`src/rtl/pipe_pkg.sv`:
```
// Shared types and default widths for the pipeline skid register.
package pipe_pkg;

    typedef enum logic [1:0] {
        EMPTY = 2'd0,
        ONE   = 2'd1,
        FULL  = 2'd2
    } pipe_state_t;

    localparam int PC_W_DEF   = 32;
    localparam int INST_W_DEF = 32;
    localparam int CNT_W_DEF  = 16;

endpackage

```
`src/rtl/sat_counter.sv`:
```
// Saturating up-counter with synchronous active-low clear; sticks at all-ones.
module sat_counter #(
    parameter int CNT_W = pipe_pkg::CNT_W_DEF
) (
    input  logic             clk,
    input  logic             rst,
    input  logic             inc,
    output logic [CNT_W-1:0] count
);

    always_ff @(posedge clk) begin
        if (!rst) begin
            count <= '0;
        end else if (inc && (count != {CNT_W{1'b1}})) begin
            count <= count + 1'b1;
        end
    end

endmodule

```
`src/rtl/pipe_skid_reg.sv`:
```
// Two-entry skid buffer (main + skid register) for a pc/inst pipeline stage.
// Define PIPE_PERF_CNT_EN to add the stall/flush saturating performance counters.
module pipe_skid_reg
    import pipe_pkg::*;
#(
    parameter int PC_W   = PC_W_DEF,
    parameter int INST_W = INST_W_DEF,
    parameter int CNT_W  = CNT_W_DEF
) (
    input  logic              clk,
    input  logic              rst,
    input  logic              in_valid,
    output logic              in_ready,
    input  logic [PC_W-1:0]   in_pc,
    input  logic [INST_W-1:0] in_inst,
    input  logic              flush,
    output logic              out_valid,
    input  logic              out_ready,
    output logic [PC_W-1:0]   out_pc,
    output logic [INST_W-1:0] out_inst
`ifdef PIPE_PERF_CNT_EN
    ,
    output logic [CNT_W-1:0]  stall_cnt,
    output logic [CNT_W-1:0]  flush_cnt
`endif
);

    pipe_state_t       state;
    logic [PC_W-1:0]   main_pc;
    logic [INST_W-1:0] main_inst;
    logic [PC_W-1:0]   skid_pc;
    logic [INST_W-1:0] skid_inst;

    // Main register is kept zero whenever empty, so it drives out_* directly.
    assign out_pc   = main_pc;
    assign out_inst = main_inst;

    always_ff @(posedge clk) begin
        if (!rst || flush) begin
            state     <= EMPTY;
            out_valid <= 1'b0;
            in_ready  <= 1'b1;
            main_pc   <= '0;
            main_inst <= '0;
            skid_pc   <= '0;
            skid_inst <= '0;
        end else begin
            case (state)
                EMPTY: begin
                    if (in_valid) begin
                        main_pc   <= in_pc;
                        main_inst <= in_inst;
                        out_valid <= 1'b1;
                        state     <= ONE;
                    end
                end
                ONE: begin
                    case ({in_valid, out_ready})
                        2'b10: begin
                            skid_pc   <= in_pc;
                            skid_inst <= in_inst;
                            in_ready  <= 1'b0;
                            state     <= FULL;
                        end
                        2'b01: begin
                            main_pc   <= '0;
                            main_inst <= '0;
                            out_valid <= 1'b0;
                            state     <= EMPTY;
                        end
                        2'b11: begin
                            main_pc   <= in_pc;
                            main_inst <= in_inst;
                        end
                        default: ;
                    endcase
                end
                FULL: begin
                    if (out_ready) begin
                        main_pc   <= skid_pc;
                        main_inst <= skid_inst;
                        skid_pc   <= '0;
                        skid_inst <= '0;
                        in_ready  <= 1'b1;
                        state     <= ONE;
                    end
                end
                default: begin
                    state     <= EMPTY;
                    out_valid <= 1'b0;
                    in_ready  <= 1'b1;
                    main_pc   <= '0;
                    main_inst <= '0;
                    skid_pc   <= '0;
                    skid_inst <= '0;
                end
            endcase
        end
    end

`ifdef PIPE_PERF_CNT_EN
    sat_counter #(.CNT_W(CNT_W)) u_stall_cnt (
        .clk   (clk),
        .rst   (rst),
        .inc   (out_valid & ~out_ready),
        .count (stall_cnt)
    );

    sat_counter #(.CNT_W(CNT_W)) u_flush_cnt (
        .clk   (clk),
        .rst   (rst),
        .inc   (flush),
        .count (flush_cnt)
    );
`endif

endmodule

```
`config.mk`:
```
export PLATFORM = sky130hd
export DESIGN_NAME = pipe_skid_reg
export DESIGN_NICKNAME = d
export VERILOG_FILES = /design/src/rtl/pipe_pkg.sv /design/src/rtl/sat_counter.sv /design/src/rtl/pipe_skid_reg.sv
export SDC_FILE = /design/constraint.sdc
export NUM_CORES = 1
export LEC_CHECK = 0
export ABC_CLOCK_PERIOD_IN_PS = 2900
export BUFFER_PORTS_ARGS = -buffer_cell sky130_fd_sc_hd__buf_2
export CORE_MARGIN = 2
export CORE_UTILIZATION = 56
export CTS_BUF_LIST = sky130_fd_sc_hd__clkbuf_4 sky130_fd_sc_hd__clkbuf_8
export CTS_CLUSTER_DIAMETER = 150
export CTS_CLUSTER_SIZE = 10
export DETAILED_ROUTE_END_ITERATION = 7
export PLACE_DENSITY = 0.93
export RECOVER_POWER = 50
export SYNTH_ARGS = -nofsm -noshare
export SYNTH_HDL_FRONTEND = slang
export SYNTH_SLANG_ARGS = --single-unit
```
`constraint.sdc`:
```
create_clock -name clk -period 2.9 [get_ports clk]
set_input_delay 0.435 -clock clk [delete_from_list [all_inputs] [get_ports clk]]
set_output_delay 0.435 -clock clk [all_outputs]
set_load 0.02 [all_outputs]
```
# After elaboration in Yosys (flattened, before gate mapping)

Cells that the tools add are included.

Flip-flop bits (word level): 132
Input bits: 69
Output and inout bits: 66
Bits in latches: 0
Memory bits (writable): 0
Word-level logic and storage cells: 50
Memories kept: 0
ROM bits: 0

Multiply operators: 0
Order comparisons: 0
Reductions and logical operators: 7
Bitwise operators: 2
Mux-type cells: 23
Add/subtract/negate cells: 0
Shift-type cells: 0
Equality and inequality tests: 11
Divide/modulo/power cells: 0

Operators with widths:

| kind                                                                    | number |
|---|---|
| 32-bit case mux with 3 select lines                                     | 4 |
| 32-bit two-way mux                                                      | 7 |
| 32-bit case mux with 2 select lines                                     | 2 |
| 3-bit AND reduction                                                     | 4 |
| 2-bit == test, second input constant                                    | 3 |
| 2-bit inequality test, second input constant                            | 3 |
| 1-bit case mux with 3 select lines                                      | 2 |
| 2-bit case mux with 3 select lines                                      | 1 |
| 2-bit by 1-bit == test with 1-bit output, second input constant         | 2 |
| 1-bit two-way mux                                                       | 4 |
| 2-bit two-way mux                                                       | 2 |
| 2-bit case mux with 2 select lines                                      | 1 |
| 3-bit by 1-bit inequality test with 1-bit output, second input constant | 1 |
| 3-bit by 2-bit inequality test with 1-bit output, second input constant | 1 |
| 2-bit logical NOT                                                       | 1 |
| 2-bit by 1-bit inequality test with 1-bit output, second input constant | 1 |
| 1-bit NOT                                                               | 2 |
| 1-bit logical NOT                                                       | 1 |
| 1-bit logical OR                                                        | 1 |

# Logic depth before layout (Yosys ltp)

Word-level depth: 3
Depth in mapped cells: 6
Gate-level depth less buffers: 3

# Worst setup path before layout

No wires, ideal clock.

Path kind: input to register
Start: in flush
End: reg main_inst[0], in the netlist out_inst[0]
Arrival: 1.495 ns
Buffers on the path: 2
Stages on the path: 5
Setup slack: 1.345 ns
Setup time: 0.059 ns
Required time: 2.841 ns
Path through: nand2b_1 -> buf_4 -> o32ai_4 -> buf_6 -> a221o_1

Cells in the longest elaborated chain, start to end: 1

Ends and longest elaborated chain:

| element              | RTL line            | RTL |
|---|---|---|
| start, declared      | pipe_skid_reg.sv:16 | `input logic flush,` |
| 1-bit logical OR     | pipe_skid_reg.sv:39 | `if (!rst \|\| flush) begin` |
| end signal, assigned | pipe_skid_reg.sv:52 | `main_inst <= in_inst;` |
| end signal, assigned | pipe_skid_reg.sv:73 | `main_inst <= in_inst;` |
| end signal, assigned | pipe_skid_reg.sv:81 | `main_inst <= skid_inst;` |
| end, declared        | pipe_skid_reg.sv:30 | `logic [INST_W-1:0] main_inst;` |

Every way passes these cells.
A chain may end at the register's enable or synchronous reset.

# Final worst setup path

Start: reg state[1]
End: reg skid_pc[11]

Cells in the longest elaborated chain, start to end: 3
Elaborated cells between the ends (all ways): 8
Those cells by class: 4 x eq/ne; 1 x mux; 1 x bitwise; 2 x reduce/logical

Ends and longest elaborated chain:

| element                                                                | RTL line            | RTL |
|---|---|---|
| start, declared                                                        | pipe_skid_reg.sv:28 | `pipe_state_t state;` |
| start signal, assigned                                                 | pipe_skid_reg.sv:40 | `state <= EMPTY;` |
| start signal, assigned                                                 | pipe_skid_reg.sv:54 | `state <= ONE;` |
| start signal, assigned                                                 | pipe_skid_reg.sv:63 | `state <= FULL;` |
| 2-bit by 1-bit == test with 1-bit output, or another cell as far along | pipe_skid_reg.sv:48 | `case (state)` |
| 2-bit inequality test (no line) / 1-bit NOT (equally long branches)    | -                   |  |
| 3-bit AND reduction (no line)                                          | -                   |  |
| end signal, assigned                                                   | pipe_skid_reg.sv:60 | `skid_pc <= in_pc;` |
| end, declared                                                          | pipe_skid_reg.sv:31 | `logic [PC_W-1:0] skid_pc;` |

Parallel ways exist; a longest one is shown, timed or not.

==> run metrics <==
Worst-Skew Late Latency between 400 and 500 ps; Nets about 840; via count of the routed design 5664; clk root buf clkbuf_8; Critical Path Source Type flip-flop; slowest stage delay, CP 910 ps; met2 usage 0.441; part of the cycle the worst path needs 0.866; first-pass GRT wire length 24600 µm; ANT cells 0; area leader, netlist dfxtp_1; Fillers between 800 and 900; gr usage total 0.271; Final Hold Viols 0; GP Congestion 0.798; Post-CTS Resized 0; skew final 7.12 ps; vias in the first global route 5222; Pre-Repair DR Iteration Count 5; dpl ws 560 ps; Post-synth EDFFs 0; synth unique cells 25; hold path cells 2; Die Wd 105 µm; hold_ws 230 ps; CTS Hold Bufs 0; Initial Utilization 0.583; class of the most critical setup path flip-flop to flip-flop; Post-Syn Area 5750 µm²; CTS tree done; Num CTS Buffers 17; worst r2r path cells 5; buffers added on ports 134; Post-CTS Setup Bufs 0; Area Growth Syn to Fin 16.0%; Final Worst Setup Slack 390 ps; DRC 0; WP data arrival 2870 ps; gr busiest metal met2; met1 Use GR 0.342; Post-Synthesis Cells 674; Core ar. 9860 µm²; Crit Path Max Fanout 40; top_reg_cell synth dfxtp_1; CTS Sinks 132; total gr overflow 0; placement row count 36; slowest CP cell clkbuf_1; # Max-Cap Violations 0; Final Max Tran Viols 0; Die Ht between 100 and 150 µm; H-tree Lvls 4; initial antenna violation count 0; Iteration-0 DRC Markers 606; syn_nets 743; CP Capture Type flip-flop; Seq/Total Area, Yosys 0.460; most common cell in the netlist nand2_1; fmax 0.398 GHz; Clock Path Buffers 2; final wirelength 15400 µm; leakage power figure roughly 2.1 nW; GRT met3 Usage 0.0662; synthesis-stage register bit count 132; DIE AREA 11100 µm²; unrepaired setup endpoints after global routing no; Synth top area share 0.460; Tmin final 2510 ps; # IOs approximately 140; Via density about 6.2; final antenna-violating net count 0; Final setup viols 0; Worst EP required 3260 ps; asr flop ratio synth 0; pwr/cell area 557 nW/µm²; Worst-path clk slew 70 ps; Worst IR Drop VDD roughly 0.28 mV; Synth area leaders dfxtp_1, nand2_1, a221o_1, nand3b_1, a31oi_1; worst min-delay path class input port to flip-flop; largest net degree at the start of global routing 134; Worst Tran Pin Value 1240 ps; Post-Syn Area per Cell between 8 and 9 µm²; half-perimeter wire length after placement 9450 µm; share of layout cells above drive strength 1 0.155; Max-slew headroom 0.173; CP Cell Sequence buf_4 > and4bb_2 > clkbuf_1 > nand2_1 > a31oi_1; wire per inst 16.8 µm; Fin Setup TNS 0 ps; most frequent cells after synthesis nand2_1, dfxtp_1, nand3b_1; outcome complete, no violations; Synth Warn # 0
## sequential cells by signal, indices dropped and copies added (netlist names)
| name | count |
|---|---|
| out_inst | 32 |
| out_pc | 32 |
| out_valid | 1 |
| state | 2 |
| in_ready | 1 |
| skid_pc | 32 |
| skid_inst | 32 |
## where the power goes
part           internal [mW]  switching, mW
combinational          0.107          0.223
clock                  0.815          0.691
sequential              1.85         0.0273
total                   2.77          0.942
## placed cells by master, fill, tap and decap left out, drive strengths merged
cell type,netlist,final
mux2,1,1
dfxtp,132,132
nand2b,4,4
o32ai,2,2
clkinvlp,0,3
and4bb,1,1
buf,41,79
clkbuf,30,90
nor2,3,3
o21a,1,1
nor3,64,64
nand3b,65,65
a21oi,3,3
o21bai,2,2
nor2b,2,2
nor3b,1,1
clkinv,0,4
a31oi,64,64
nand2,192,192
mux2i,1,1
or3b,1,1
a221o,64,64
bufinv,0,2
## final timing paths
check,startpoint,slack (ps),endpoint
min reg2reg,out_inst[9]$_SDFFE_PP0P_,490,out_inst[9]$_SDFFE_PP0P_
max reg2reg,state[1]$_SDFFE_PP0P_,390,skid_pc[11]$_SDFFE_PP0P_
max,state[1]$_SDFFE_PP0P_,390,skid_pc[11]$_SDFFE_PP0P_
min,in_inst[30],230,out_inst[30]$_SDFFE_PP0P_
## logic make-up after synthesis
group,share of synthesized area
AND/OR/NAND/NOR,0.280
AO/OA/AOI/OAI,0.194
flip-flops,0.460
buffers and inverters,0.0625
multiplexers,0.00370
## per-layer routing
| layer | share of wire | vias to the layer above |
|---|---|---|
| li1 | - | 2632 |
| met1 | 0.42 | 2695 |
| met2 | 0.48 | 303 |
| met3 | 0.081 | 34 |
| met4 | 0.021 | 0 |
| met5 | 0 | - |
## critical path: cells and delay by family (launching register included)
family | cells | cell delay, ps
buf+inv | 2 | 1220
flops | 1 | 470
simple gates | 2 | 500
compound gates | 1 | 220
## cell type report
type / instances / area, µm² / share of cell area
Multi-Input combinational cell: 471 / 2770 / 0.415
Clock inverter: 9 / 106 / 0.0159
Tap cell: 133 / 166 / 0.0250
Timing Repair Buffer: 147 / 704 / 0.106
Sequential cell: 132 / 2640 / 0.396
Clock buffer: 22 / 278 / 0.0417
## through the flow
step                      utilization  cells  area, µm²  power, mW
after global routing            0.676    914       6670       3.85
after CTS                       0.685    914       6760       3.74
after global placement          0.646    883       6370       2.24
final                           0.676    914       6670       3.72
after detailed placement        0.646    883       6370       2.25
after floorplan                     -    674       5750       2.12
(Power assumes the default switching activity.)
